**src/rtl/dense_layer_seq.sv**
```systemverilog
`default_nettype none
// ============================================================================
// Module   : dense_layer_seq
// Brief    : Streaming fully connected layer. One input element is accepted per
//            handshake, a bias and saturation stage follows, ReLU is optional,
//            and one neuron result is emitted per handshake.
// Revision : 1.0  initial release
// ============================================================================
module dense_layer_seq #(
    parameter int INPUT_SIZE  = 4,
    parameter int OUTPUT_SIZE = 3,
    parameter int WIDTH       = 16,
    parameter int FRAC        = 8,
    localparam int c_ROW_W    = (OUTPUT_SIZE > 1) ? $clog2(OUTPUT_SIZE) : 1,
    localparam int c_COL_W    = $clog2(INPUT_SIZE)
) (
    input  logic               clk,
    input  logic               rst_n,
    input  logic               cfg_we,
    input  logic               cfg_bias,
    input  logic [c_ROW_W-1:0] cfg_row,
    input  logic [c_COL_W-1:0] cfg_col,
    input  logic [WIDTH-1:0]   cfg_data,
    input  logic               relu_en,
    input  logic               in_valid,
    output logic               in_ready,
    input  logic [WIDTH-1:0]   in_data,
    output logic               out_valid,
    input  logic               out_ready,
    output logic [WIDTH-1:0]   out_data,
    output logic [c_ROW_W-1:0] out_idx,
    output logic               out_last,
    output logic               busy
);

    localparam int c_ACC_W = 2 * WIDTH + c_COL_W;
    localparam int c_SUM_W = c_ACC_W + 1;

    localparam logic [1:0] c_ACCUM  = 2'd0;
    localparam logic [1:0] c_FINISH = 2'd1;
    localparam logic [1:0] c_DRAIN  = 2'd2;

    localparam logic [c_COL_W-1:0] c_IN_LAST  = c_COL_W'(INPUT_SIZE - 1);
    localparam logic [c_ROW_W-1:0] c_OUT_LAST = c_ROW_W'(OUTPUT_SIZE - 1);

    logic [1:0]                r_state;
    logic [1:0]                w_state_nxt;
    logic [c_COL_W-1:0]        r_in_cnt;
    logic [c_ROW_W-1:0]        r_out_cnt;
    logic                      r_relu;

    logic signed [WIDTH-1:0]   r_weight [OUTPUT_SIZE][INPUT_SIZE];
    logic signed [WIDTH-1:0]   r_bias   [OUTPUT_SIZE];
    logic signed [c_ACC_W-1:0] r_acc    [OUTPUT_SIZE];
    logic signed [WIDTH-1:0]   r_res    [OUTPUT_SIZE];

    logic signed [c_ACC_W-1:0] w_acc_nxt [OUTPUT_SIZE];
    logic signed [WIDTH-1:0]   w_res     [OUTPUT_SIZE];

    logic w_in_acc;
    logic w_out_hs;
    logic w_in_last;
    logic w_out_last;
    logic w_cfg_wr;

    assign in_ready   = (r_state == c_ACCUM);
    assign out_valid  = (r_state == c_DRAIN);
    assign w_in_acc   = in_valid && in_ready;
    assign w_out_hs   = out_valid && out_ready;
    assign w_in_last  = (r_in_cnt == c_IN_LAST);
    assign w_out_last = (r_out_cnt == c_OUT_LAST);

    // busy covers the element-0 accept cycle itself so a coincident cfg write is dropped
    assign busy = (r_state != c_ACCUM) || (r_in_cnt != '0) || w_in_acc;

    assign w_cfg_wr = cfg_we && !busy && (cfg_row <= c_OUT_LAST)
                      && (cfg_bias || (cfg_col <= c_IN_LAST));

    assign out_data = r_res[r_out_cnt];
    assign out_idx  = r_out_cnt;
    assign out_last = out_valid && w_out_last;

    generate
        for (genvar j = 0; j < OUTPUT_SIZE; j++) begin : g_neuron
            logic signed [2*WIDTH-1:0] w_prod;
            logic signed [c_SUM_W-1:0] w_acc_ext;
            logic signed [c_SUM_W-1:0] w_bias_ext;
            logic signed [c_SUM_W-1:0] w_sum;
            logic signed [c_SUM_W-1:0] w_shift;
            logic [c_SUM_W-WIDTH:0]    w_hi;
            logic                      w_ovf;
            logic signed [WIDTH-1:0]   w_sat;

            assign w_prod = r_weight[j][r_in_cnt] * $signed(in_data);

            // element 0 restarts the sum instead of adding to the previous frame
            assign w_acc_nxt[j] = ((r_in_cnt == '0) ? '0 : r_acc[j])
                                  + {{(c_ACC_W - 2*WIDTH){w_prod[2*WIDTH-1]}}, w_prod};

            assign w_acc_ext  = {r_acc[j][c_ACC_W-1], r_acc[j]};
            assign w_bias_ext = {{(c_SUM_W - WIDTH){r_bias[j][WIDTH-1]}}, r_bias[j]};
            assign w_sum      = w_acc_ext + (w_bias_ext <<< FRAC);
            assign w_shift    = w_sum >>> FRAC;

            // the value fits only when all bits above the output sign bit agree with it
            assign w_hi  = w_shift[c_SUM_W-1:WIDTH-1];
            assign w_ovf = !((&w_hi) || !(|w_hi));
            assign w_sat = !w_ovf ? w_shift[WIDTH-1:0]
                         : (w_shift[c_SUM_W-1] ? {1'b1, {(WIDTH-1){1'b0}}}
                                               : {1'b0, {(WIDTH-1){1'b1}}});

            assign w_res[j] = (r_relu && w_sat[WIDTH-1]) ? '0 : w_sat;
        end
    endgenerate

    always_ff @(posedge clk or negedge rst_n) begin
        if (!rst_n) begin
            r_state <= c_ACCUM;
        end else begin
            r_state <= w_state_nxt;
        end
    end

    always_comb begin
        w_state_nxt = r_state;
        case (r_state)
            c_ACCUM:  if (w_in_acc && w_in_last) w_state_nxt = c_FINISH;
            c_FINISH: w_state_nxt = c_DRAIN;
            c_DRAIN:  if (w_out_hs && w_out_last) w_state_nxt = c_ACCUM;
            default:  w_state_nxt = c_ACCUM;
        endcase
    end

    always_ff @(posedge clk or negedge rst_n) begin
        if (!rst_n) begin
            r_in_cnt  <= '0;
            r_out_cnt <= '0;
            r_relu    <= 1'b0;
        end else begin
            if (w_in_acc) begin
                r_in_cnt <= w_in_last ? '0 : r_in_cnt + 1'b1;
                if (r_in_cnt == '0) r_relu <= relu_en;
            end
            if (w_out_hs) begin
                r_out_cnt <= w_out_last ? '0 : r_out_cnt + 1'b1;
            end
        end
    end

    always_ff @(posedge clk or negedge rst_n) begin
        if (!rst_n) begin
            for (int j = 0; j < OUTPUT_SIZE; j++) begin
                r_acc[j]  <= '0;
                r_res[j]  <= '0;
                r_bias[j] <= '0;
                for (int k = 0; k < INPUT_SIZE; k++) begin
                    r_weight[j][k] <= '0;
                end
            end
        end else begin
            if (w_cfg_wr) begin
                if (cfg_bias) r_bias[cfg_row] <= cfg_data;
                else          r_weight[cfg_row][cfg_col] <= cfg_data;
            end
            if (w_in_acc) begin
                for (int j = 0; j < OUTPUT_SIZE; j++) r_acc[j] <= w_acc_nxt[j];
            end
            if (r_state == c_FINISH) begin
                for (int j = 0; j < OUTPUT_SIZE; j++) r_res[j] <= w_res[j];
            end
        end
    end

endmodule
`default_nettype wire

```
**config.mk**
```make
export PLATFORM = sky130hd
export DESIGN_NAME = dense_layer_seq
export DESIGN_NICKNAME = d
export VERILOG_FILES = /design/src/rtl/dense_layer_seq.sv
export SDC_FILE = /design/constraint.sdc
export NUM_CORES = 2
export LEC_CHECK = 0
export CAP_MARGIN = 20
export CORE_MARGIN = 5
export CORE_UTILIZATION = 55
export DETAILED_ROUTE_END_ITERATION = 10
export GPL_TIMING_DRIVEN = 0
export HOLD_SLACK_MARGIN = 0.08
export PLACE_DENSITY = 0.71
export REMOVE_ABC_BUFFERS = 1
export SLEW_MARGIN = 0
export SYNTH_ARGS = -nofsm -noshare
export SYNTH_HDL_FRONTEND = slang
export SYNTH_SLANG_ARGS = --single-unit
```
**constraint.sdc**
```tcl
create_clock -name clk -period 15.8 [get_ports clk]
set_clock_uncertainty 0.2 [all_clocks]
set_input_delay 4.74 -clock clk [delete_from_list [all_inputs] [get_ports clk]]
set_output_delay 4.74 -clock clk [all_outputs]
set_load 0.03 [all_outputs]
```
==> qor.yml <==
rsz0062_at_grt: "no"
status: "finished, final reports clean"
cp_slowest_stage_delay_ns: 0.69
initial_utilization_pct: 55.2
path_max_fanout: 24
grt_start_max_net_pins: 103
fp.coreArea_um2: 99600
cts_root_buffer: "clkbuf_16"
clock-sinks: 397
min_path_type: "register to register"
clockBufferDepth: 3
ff2ff_setup_slack_ns: 5.37
io_pins: 65
drive_gt1_share_pct: 8.44
hold_end: "g_neuron[2].w_acc_ext[0]$_DFFE_PN0P_"
synth-edff-count: 0
synthFlopType: "dfrtp_1"
r2r_cells: 31
r2r_end: "g_neuron[0].w_acc_ext[33]$_DFFE_PN0P_"
finalCritPeriodShare_pct: 85.4
yosysWarnings: 0
syn-cell-area_um2: 54900
clk_pin_slew_ns: 0.06
fin_area_um2: 58800
routed_wl_um: 139000
place_area_um2: 57200
fillCellCount: 8534
die-width_um: 326
crit_path_frequent_cell: "fa_1"
post_drt_wl_per_cell_um: 19.8
die_h_um: 326
syn2layout_area_growth_pct: 7.15
layout_commonest_cell: "inv_1"
grt_use_total_pct: 26.5
timing.rr.start: "r_in_cnt[0]$_DFFE_PN0P_"
ys_seq_area_share_pct: 18.1
max_slew.worst_pin.slew_ns: 1.22
hold_viol_final: 0
clock_latency_ns: 0.59
max_slew_margin_pct: 18.1
whs_path_depth: 2
min_from: "g_neuron[2].w_acc_ext[0]$_DFFE_PN0P_"
ys_ff_latch: 397
dieArea_um2: 106000
worstPathArrival_ns: 13.79
postCtsHoldBufs: 0
synth_cells: 5773
io_buffers: 64
fin_nets: 6954
cts_resized: 0
drtIter0Drc: 2467
drc: 0
detail-route-antenna-nets: 0
fin_cells: 7041
antenna_found_initial: 9
synthArstFlopShare_pct: 100
grt-ovfl-total: 0
vias: 40400
setup_tns_ns: 0
path_class: "input pin to register"
layout_common_cells: "inv_1 (946), fa_1 (792), nand2_1 (641)"
dpl.hpwl_um: 109000
required_ns: 16.10
drv_cap: 0
timing.final.crit_period_ns: 13.49
worst_path_max_delay_cell: "clkdlybuf4s50_1"
grt_pass1_wl_um: 226000
finalMaxSlewViolations: 0
std_cell_rows: 116
numCtsBuffers: 46
synthDistinctLibCells: 82
htreeDepth: 2
via_per_inst: 5.74
post_cts_buffers: 0
postSynthAreaPerCell_um2: 9.51
worst_setup_path_start_kind: "input pin"
dp.cells: 6945
clock.fmax_mhz: 74.1
first_global_vias: 42200
cts_tree: "done"
setup_viol: 0
gp_routability_congestion: 0.861
crit_path_end_kind: "register"
first_pass_iters: 5
kinds of logic after synthesis:
family / synth area share, %
fa+ha+maj: 38.5
xor+xnor: 3.91
flops: 18.1
mux: 7.37
compound gates: 10.0
simple gates: 14.0
buf+inv: 8.07
worst max-delay path by stage:
| stage | slack [ns] | start | cells after the start | end |
|---|---|---|---|---|
| final | 2.31 | in_data[15] | 31 | g_neuron[0].w_acc_ext[32]$_DFFE_PN0P_ |
| after global routing | 1.94 | in_data[1] | 35 | g_neuron[1].w_acc_ext[32]$_DFFE_PN0P_ |
| after CTS | 2.32 | in_data[15] | 31 | g_neuron[0].w_acc_ext[32]$_DFFE_PN0P_ |
| after detailed placement | 1.68 | in_data[15] | 31 | g_neuron[0].w_acc_ext[32]$_DFFE_PN0P_ |
| after global placement | -8.12 | rst_n | 1 | r_weight[11]$_DFFE_PN0P_ |
| after floorplan | 3.35 | in_data[15] | 30 | g_neuron[1].w_acc_ext[32]$_DFFE_PN0P_ |
layer usage:
| layer | vias to the layer above | track usage, % | share of wire (%) |
|---|---|---|---|
| li1 | 18500 | - | - |
| met5 | - | 0 | 0.016 |
| met2 | 1065 | 46.1 | 50 |
| met3 | 286 | 3.58 | 5.3 |
| met1 | 20600 | 34.0 | 41 |
| met4 | 4 | 9.87 | 4.0 |
metrics by stage:
stage	hold WS, ns	worst slack (ns)	util (%)
after detailed placement	0.254	1.68	57.4
after global placement	0.252	-8.12	56.6
after CTS	0.270	2.32	59.0
final	0.265	2.31	59.1
after floorplan	0.238	3.35	-
after global routing	0.297	1.94	59.1
critical path, delay by kind of cell:
family / cells / cell delay, ns
buf+inv: 6 / 1.65
fa+ha+maj: 9 / 3.88
compound gates: 11 / 2.77
simple gates: 4 / 0.59
xor+xnor: 1 / 0.13
sequential cells by signal, indices dropped and copies added, names as in the netlist:
| register | count |
|---|---|
| r_weight | 192 |
| g_neuron.w_acc_ext | 102 |
| g_neuron.w_bias_ext | 48 |
| r_res | 48 |
| out_idx | 2 |
| r_in_cnt | 2 |
| r_state | 2 |
| r_relu | 1 |
Yosys cell counts, types with 16 or more instances:
cell type / number / area (um^2)
mux2i_1: 18 / 180
nand4_1: 16 / 100
a31oi_1: 24 / 150
mux2_2: 244 / 2750
nor2_1: 175 / 657
xnor2_1: 174 / 1520
and3_1: 31 / 194
and2_1: 353 / 2210
inv_1: 947 / 3550
dfrtp_1: 397 / 9930
nor3_1: 54 / 270
nand3_1: 49 / 245
nand2b_1: 52 / 325
o21bai_1: 41 / 308
a21oi_1: 226 / 1130
xor2_1: 71 / 622
o21a_1: 35 / 263
mux4_2: 48 / 1080
o211ai_1: 17 / 128
o21ai_0: 206 / 1030
nor2b_1: 130 / 813
ha_1: 422 / 5280
fa_1: 792 / 15900
nand2_1: 642 / 2410
a211oi_1: 37 / 278
or3_1: 19 / 119
a22oi_1: 17 / 128
o31ai_1: 25 / 188
clkbuf_1: 220 / 826
a21o_1: 89 / 668
o22ai_1: 17 / 106
layout make-up:
class	instances	area, um^2	share of cell area (%)
diodes	9	22.5	0.0383
flip-flops and latches	397	9940	16.9
clock inverters	25	309	0.525
inverters	947	3550	6.04
repair buffers	109	1490	2.52
well taps	1298	1620	2.76
multi-input cells	4196	40600	69.0
clock buffers	60	1290	2.20
Power is left out: the tool's default activity adds up to more than one toggle a clock period on the data nets, which glitch-free logic cannot reach.
